### src/rtl/draw_sequencer.sv
// Frame-draw scheduler: runs an erase pass, a position-update pulse, then a draw
// pass over all enabled sprite channels through one shared drawer; freezes on collision.
module draw_sequencer #(
  parameter int NUM_CH = 4,
  parameter int ID_W   = 2
) (
  input  logic              clk,
  input  logic              reset,
  input  logic              frame_tick,
  input  logic [NUM_CH-1:0] ch_enable,
  input  logic              done,
  input  logic              collision,
  input  logic              restart,
  output logic              start,
  output logic              phase,
  output logic [ID_W-1:0]   grant_id,
  output logic              update,
  output logic              clear_start,
  output logic              frame_done,
  output logic              busy,
  output logic              frozen,
  output logic              overrun
);

  typedef enum logic [2:0] {
    S_IDLE,
    S_ISSUE,
    S_WAIT,
    S_UPDATE,
    S_FROZEN,
    S_CLR_ISSUE,
    S_CLR_WAIT
  } state_t;

  localparam logic [ID_W-1:0] LAST_ID = ID_W'(NUM_CH - 1);

  state_t            state_q, state_d;
  logic [ID_W-1:0]   idx_q, idx_d;
  logic              phase_q, phase_d;
  logic [NUM_CH-1:0] en_snap_q, en_snap_d;
  logic              coll_lat_q, coll_lat_d;
  logic              overrun_q, overrun_d;
  logic              frame_done_q, frame_done_d;
  logic              ch_en;
  logic              is_last;
  logic              end_pass;
  logic              clr_done;

  // Explicit compare keeps the channel select safe when 2^ID_W > NUM_CH.
  always_comb begin
    ch_en = 1'b0;
    for (int i = 0; i < NUM_CH; i++) begin
      if (idx_q == ID_W'(i)) ch_en = en_snap_q[i];
    end
  end

  assign is_last  = (idx_q == LAST_ID);
  assign clr_done = (state_q == S_CLR_WAIT) && done;

  always_comb begin
    state_d      = state_q;
    idx_d        = idx_q;
    phase_d      = phase_q;
    en_snap_d    = en_snap_q;
    frame_done_d = 1'b0;
    end_pass     = 1'b0;
    case (state_q)
      S_IDLE: begin
        if (coll_lat_q) begin
          state_d = S_FROZEN;
        end else if (frame_tick) begin
          en_snap_d = ch_enable;
          phase_d   = 1'b0;
          idx_d     = '0;
          state_d   = S_ISSUE;
        end
      end
      S_ISSUE: begin
        if (ch_en)         state_d  = S_WAIT;
        else if (!is_last) idx_d    = idx_q + ID_W'(1);
        else               end_pass = 1'b1;
      end
      S_WAIT: begin
        if (done) begin
          if (!is_last) begin
            idx_d   = idx_q + ID_W'(1);
            state_d = S_ISSUE;
          end else begin
            end_pass = 1'b1;
          end
        end
      end
      S_UPDATE: begin
        phase_d = 1'b1;
        idx_d   = '0;
        state_d = S_ISSUE;
      end
      S_FROZEN: begin
        if (restart) state_d = S_CLR_ISSUE;
      end
      S_CLR_ISSUE: state_d = S_CLR_WAIT;
      S_CLR_WAIT: begin
        if (done) state_d = S_IDLE;
      end
      default: state_d = S_IDLE;
    endcase

    // A collision arriving with the final done still freezes straight after this frame.
    if (end_pass) begin
      if (!phase_q) begin
        state_d = S_UPDATE;
      end else begin
        frame_done_d = 1'b1;
        state_d      = (coll_lat_q || collision) ? S_FROZEN : S_IDLE;
      end
    end
  end

  always_comb begin
    coll_lat_d = collision | (coll_lat_q & ~clr_done);
    overrun_d  = clr_done ? 1'b0 : (overrun_q | (frame_tick & busy));
  end

  always_ff @(posedge clk or posedge reset) begin
    if (reset) begin
      state_q      <= S_IDLE;
      idx_q        <= '0;
      phase_q      <= 1'b0;
      en_snap_q    <= '0;
      coll_lat_q   <= 1'b0;
      overrun_q    <= 1'b0;
      frame_done_q <= 1'b0;
    end else begin
      state_q      <= state_d;
      idx_q        <= idx_d;
      phase_q      <= phase_d;
      en_snap_q    <= en_snap_d;
      coll_lat_q   <= coll_lat_d;
      overrun_q    <= overrun_d;
      frame_done_q <= frame_done_d;
    end
  end

  assign start       = (state_q == S_ISSUE) && ch_en;
  assign phase       = phase_q;
  assign grant_id    = idx_q;
  assign update      = (state_q == S_UPDATE);
  assign clear_start = (state_q == S_CLR_ISSUE);
  assign frame_done  = frame_done_q;
  assign busy        = !((state_q == S_IDLE) || (state_q == S_FROZEN));
  assign frozen      = (state_q == S_FROZEN) || (state_q == S_CLR_ISSUE) ||
                       (state_q == S_CLR_WAIT);
  assign overrun     = overrun_q;

endmodule

### config.mk
export PLATFORM = sky130hd
export DESIGN_NAME = draw_sequencer
export DESIGN_NICKNAME = d
export VERILOG_FILES = /design/src/rtl/draw_sequencer.sv
export SDC_FILE = /design/constraint.sdc
export NUM_CORES = 1
export LEC_CHECK = 0
export ABC_AREA = 1
export CORE_AREA = 2 2 47 54
export CTS_CLUSTER_SIZE = 16
export DETAILED_ROUTE_END_ITERATION = 10
export DIE_AREA = 0 0 49 56
export MAX_ROUTING_LAYER = met4
export PLACE_DENSITY = 0.66
export SYNTH_ARGS = -nofsm -noshare
export SYNTH_HDL_FRONTEND = slang
export SYNTH_SLANG_ARGS = --single-unit
export TNS_END_PERCENT = 100
### constraint.sdc
create_clock -name clk -period 2.05 [get_ports clk]
set_clock_uncertainty 0.05 [all_clocks]
set_input_delay 0.41 -clock clk [delete_from_list [all_inputs] [get_ports clk]]
set_output_delay 0.41 -clock clk [all_outputs]
set_load 0.005 [all_outputs]
==> metrics, run 1 <==
Final nets 171; RSZ-0062 raised after global routing true; Most used DFF post-synth dfrtp_1; crit path DAT 1.48 ns; Clk Tree Root Cell clkbuf_4; Crit Path Category flop to output port; H-tree depth 1; Clock power frac 11.5%; via count 873; Slew HR 64.9%; Max-Cap Viols 0; FF+latch count, synth 13; largest net degree at the start of global routing 14; routability cong. 0.872; CP Launch Type flop; Async SR Flop Fraction 100%; sequential share of power 28.5%; DR iter-0 viols 12; Min Hold Slack 0.405 ns; final non-filler cell total 186; Synth area leader dfrtp_1; vias per inst 4.69; gr ovfl total 0; post-synthesis sequential area ratio 38.5%; number of cell rows 18; drt first pass iters 4; Final period util 94.8%; Net Sw Frac 42.9%; f_max 515 MHz; DIE AREA 2740 sq um; Critical Path End Type output port; required time of the critical path 1.59 ns; GRT Total Usage 17.1%; share of the synthesized area in the top cell type 38.5%; Pins Over Slew Limit 0; first-pass GRT wire length 3.60 mm; DRC errors left 0; proportion of layout cells with a drive suffix above 1 22.4%; drt total wl 2.03 mm; Cells after Synth 123; shortest period the worst path allows 1.94 ns; Detail Placement HPWL 1.61 mm; Worst VDD drop 0.810 mV; Worst-path clk slew 0.09 ns; DRT antenna net count 0; leakage power 0.641 nW; DIE HEIGHT 56 um; Ys Warns 0; status finished clean; hold crit path type primary input to asynchronous set/reset pin; number of buffers added on ports 19; Syn Std Cell Area 845 sq um; Setup WS pre-CTS -0.0484 ns; Gate power share 60.0%; post-route setup slack 0.107 ns; wire length per cell 10.9 um; area of the core 2180 sq um; Max FO, Critical Path 7; Starting Density 38.7%; number of flops mapped to enable cells by yosys 0; IO Count 20; count leader, synth nand2_1; antenna diode count 0; largest cells by area after synthesis dfrtp_1 (39%), nand2_1 (18%), inv_1 (7.6%); initial antenna violation count 0; most instantiated cells after synthesis nand2_1 (41), inv_1 (17), nor2_1 (15), dfrtp_1 (13), nand3_1 (10); Post-CTS Hold Buffers 0; CTS sink count 13; Internal Power 0.821 mW; Yosys cell types 19; insertion delay to the later sink of the worst-skew pair 0.28 ns; TritonCTS clock tree built; Mean Syn Cell Area 6.87 sq um; vias in the first global route 872; Die W 49 um; area grow syn2layout 42.2%; Switch Pwr 0.617 mW; Inst Count DP 176; Mapped Nets 137; Num CTS Buffers 3; worst-margin pin slew 0.526 ns; Hold Fails Final Rpt 0; number of setup violations in the final report 0; Longest Clk Path Bufs 2; PwrDens 1200 nW/um^2
-- cell families (layout without fill, tap and decap cells) --
logic type / after synthesis / after routing / synth area share [%]
AOI/OAI and AO/OA: 11 / 11 / 7.85
adders and majority gates: 4 / 4 / 5.93
buffers and inverters: 22 / 55 / 10.7
DFF: 13 / 13 / 38.5
and+or+nand+nor: 73 / 73 / 37.0
-- per-stage QoR --
step           instance area (sq um)  power (mW)  setup TNS, ns  utilization (%)
2_1_floorplan                    845       0.883              0                -
3_3_place_gp                    1100        1.18              0             50.3
3_5_place_dp                    1100        1.19        -0.0484             50.3
4_1_cts                         1190        1.44              0             54.5
5_1_grt                         1200        1.58       -0.00799             55.0
6_report                        1200        1.44              0             55.0
-- worst paths after layout --
kind | start | to | slack (ns) | cells after the start
setup reg to reg | state_q[1]$_DFFE_PP0P_ | grant_id[0]$_DFFE_PP0P_ | 0.54 | 12
min in group clk | en_snap_q[3]$_DFFE_PP0P_ | en_snap_q[3]$_DFFE_PP0P_ | 0.46 | 2
hold reg to reg | en_snap_q[3]$_DFFE_PP0P_ | en_snap_q[3]$_DFFE_PP0P_ | 0.46 | 2
setup / recovery | state_q[0]$_DFFE_PP0P_ | frozen | 0.11 | 3
hold / removal | reset | state_q[1]$_DFFE_PP0P_ | 0.41 | 2
max in group asynchronous | reset | grant_id[1]$_DFFE_PP0P_ | 1.17 | 2
-- cell usage in the layout, fill, tap and decap left out, drive strengths merged, types with 4 or more instances in the layout --
cell	netlist	routed
nor2	17	17
a21oi	5	5
clkdlybuf4s50	0	16
nand3	11	11
ha	4	4
dfrtp	13	13
buf	1	11
nand2	42	42
o21ai	6	6
inv	21	21
clkbuf	0	4
-- critical path, stage by stage (launching register included) --
cell             delay (ns)
dfrtp_1                0.40
buf_4                  0.17
a21oi_1                0.13
clkdlybuf4s50_1        0.51
-- routing by layer --
layer | share of wire, % | global-route usage, %
met2 | 51 | 31.1
met5 | 0 | -
met4 | 2.1 | 4.90
met1 | 43 | 18.7
met3 | 3.8 | 3.49
-- power by group through the flow --
stage | Combinational [mW] | Sequential [mW] | Clock (mW)
6_report | 0.863 | 0.410 | 0.165
3_5_place_dp | 0.777 | 0.418 | 0
2_1_floorplan | 0.477 | 0.406 | 0
3_3_place_gp | 0.768 | 0.414 | 0
5_1_grt | 0.979 | 0.418 | 0.182
4_1_cts | 0.849 | 0.418 | 0.172
-- layout make-up --
cell class              instances  area, sq um
fillers                       234          983
multi-input cells              88          460
inverters                      21         78.8
clock buffers                   3         22.5
flip-flops and latches         13          328
clock inverters                 1         5.00
well taps                      30         37.5
repair buffers                 30          269
-- state kept, by name, indices dropped and copies added (netlist names) --
signal	flops
phase	1
overrun	1
coll_lat_q	1
grant_id	2
en_snap_q	4
frame_done	1
state_q	3
-- what timing repair did --
| action | in CTS | in global routing |
|---|---|---|
| endpoints found under the setup margin | 3 | 3 |
| hold endpoints to repair | 0 | 0 |
| buffers inserted | 5 | 1 |
| pin swaps | 2 | 2 |
| resized for setup | 12 | 4 |
Note: power is estimated with default switching activity, not from simulation.
==> inputs of run 2 (changes only) <==
Settings changed: GPL_ROUTABILITY_DRIVEN set to 0.
==> metrics, run 2 (synthesis results as in run 1) <==
status finished clean; worst-margin pin slew 0.518 ns (-0.00761 ns); insertion delay to the later sink of the worst-skew pair 0.29 ns (about the same); final non-filler cell total 186 (unchanged); Largest Register en_snap_q; Critical Path End Type output port; TritonCTS clock tree built; Reg2Reg Depth 10 (-2); Setup WS pre-CTS -0.0413 ns (+0.00707 ns); IO Count 20 (unchanged); Worst VDD drop 0.758 mV (-6.4%); antenna diode count 0 (unchanged); PwrDens 1200 nW/um^2 (+0.45%); commonest cells after routing, fill and taps aside nand2_1 (39), clkdlybuf4s50_1 (16), inv_1 (15), nor2_1 (15), buf_4 (11); Longest Clk Path Bufs 2 (unchanged); post-route setup slack 0.0801 ns (-0.0266 ns); first-pass GRT wire length 3.37 mm (-6.5%); most common cell after layout, fill and taps aside nand2_1; met3 WL 89 um (+14%); Post-CTS Hold Buffers 0 (unchanged); Pins Over Slew Limit 0 (unchanged); wire length per cell 11.2 um (+2.7%); Reg2Reg Setup Slack 0.43 ns (-0.11 ns); H-tree depth 1 (unchanged); crit path DAT 1.51 ns (+0.03 ns); vias in the first global route 824 (-5.5%); drt first pass iters 4 (unchanged); M1 WL 856 um (-0.93%); vias per inst 4.73 (+0.69%); R2R Path Start grant_id[0]$_DFFE_PP0P_; GRT Total Usage 16.3% (-0.90 points); max FFs per register 4 (unchanged); DRC errors left 0 (unchanged); fillcell total 225 (-3.8%); Finished Cell Area 1230 sq um (+2.8%); DR top layer met4; gr ovfl total 0 (unchanged); number of buffers added on ports 19 (unchanged); initial antenna violation count 0 (unchanged); critical path startpoint grant_id[0]$_DFFE_PP0P_; reg-to-reg endpoint grant_id[0]$_DFFE_PP0P_; number of cell rows 18 (unchanged); Final period util 96.1% (+1.3 points); leakage power 0.656 nW (+2.3%); via count 879 (+0.69%); shortest period the worst path allows 1.97 ns (+0.0266 ns); f_max 508 MHz (-1.4%); Num CTS Buffers 3 (unchanged); Slew HR 65.4% (+0.51 points); Final nets 171 (unchanged); hold crit path type primary input to asynchronous set/reset pin; number of setup violations in the final report 0 (unchanged); CP endpoint start; Crit Path Category flop to output port; proportion of layout cells with a drive suffix above 1 25.0% (+2.6 points); Hold Fails Final Rpt 0 (unchanged); DRT antenna net count 0 (unchanged); DIE AREA 2740 sq um (unchanged); Worst-path clk slew 0.09 ns (about the same); met2 WL 1.06 mm (+1.6%); area grow syn2layout 46.2%; Clk Tree Root Cell clkbuf_4; DR iter-0 viols 13 (+1); largest net degree at the start of global routing 14 (unchanged); CTS sink count 13 (unchanged); Detail Placement HPWL 1.47 mm (-8.7%); area of the core 2180 sq um (unchanged); DIE HEIGHT 56 um (unchanged); Max FO, Critical Path 4 (-3); required time of the critical path 1.59 ns (about the same); Die W 49 um (unchanged); CP Launch Type flop; Inst Count DP 175 (-0.57%); placed cell area 1090 sq um (-0.68%); Finished Core Util 56.5% (+1.5 points); Max-Cap Viols 0 (unchanged); setup TNS 0 ns (unchanged); Starting Density 38.7% (unchanged); drt total wl 2.08 mm (+2.7%)
[run 2: changes by cell type in the layout (fill, tap and decap cells not counted), sizes merged]
cell | previous run | this run
dlymetal6s2s | 1 | 2
dlygate4sd2 | 1 | 0
[run 2: per-layer routing]
metal  GRT usage, %  up-vias
li1               -      448
met1           17.8      391
met4           7.76        0
met3           2.96        9
met5              -        -
met2           28.2       31
[run 2: how the worst min path moves through the flow]
stage,start,to,depth (start not counted)
2_1_floorplan,reset,coll_lat_q$_DFF_PP0_,1
3_3_place_gp,en_snap_q[0]$_DFFE_PP0P_,en_snap_q[0]$_DFFE_PP0P_,2
3_5_place_dp,en_snap_q[2]$_DFFE_PP0P_,en_snap_q[2]$_DFFE_PP0P_,2
4_1_cts,reset,frame_done$_DFF_PP0_,2
5_1_grt,reset,overrun$_DFF_PP0_,2
6_report,reset,overrun$_DFF_PP0_,2
[run 2: cell type report]
class | instances | area [sq um] | share of cell area, %
clock buffers | 3 | 22.5 | 1.82
clock inverters | 1 | 5.00 | 0.405
inverters | 21 | 81.3 | 6.59
multi-input cells | 88 | 485 | 39.3
flip-flops and latches | 13 | 330 | 26.7
well taps | 30 | 37.5 | 3.04
repair buffers | 30 | 273 | 22.1
[run 2: metrics by stage]
step / power, mW / hold WS (ns)
5_1_grt: 1.62 / 0.442
2_1_floorplan: 0.883 / 0.237
4_1_cts: 1.39 / 0.412
3_3_place_gp: 1.16 / 0.430
3_5_place_dp: 1.17 / 0.433
6_report: 1.49 / 0.402
[run 2: power breakdown]
part | total, mW | switching (mW) | internal, mW
clock network | 0.169 | 0.0965 | 0.0725
logic | 0.895 | 0.477 | 0.418
registers | 0.421 | 0.0748 | 0.346
total | 1.49 | 0.649 | 0.837
[run 2: worst max-delay path, stage by stage, from the launching register on]
cell and delay, ns:
dfrtp_2 0.45, inv_2 0.08, ha_1 0.23, inv_1 0.08, nand3_2 0.08, nand2_2 0.09, nand3_2 0.07, inv_1 0.05
clkbuf_2 0.10
[run 2: timing repair]
action / in CTS / in global routing
pin swaps: 0 / 3
setup endpoints to repair: 1 / 4
setup buffers: 3 / 4
gates resized for setup: 8 / 15
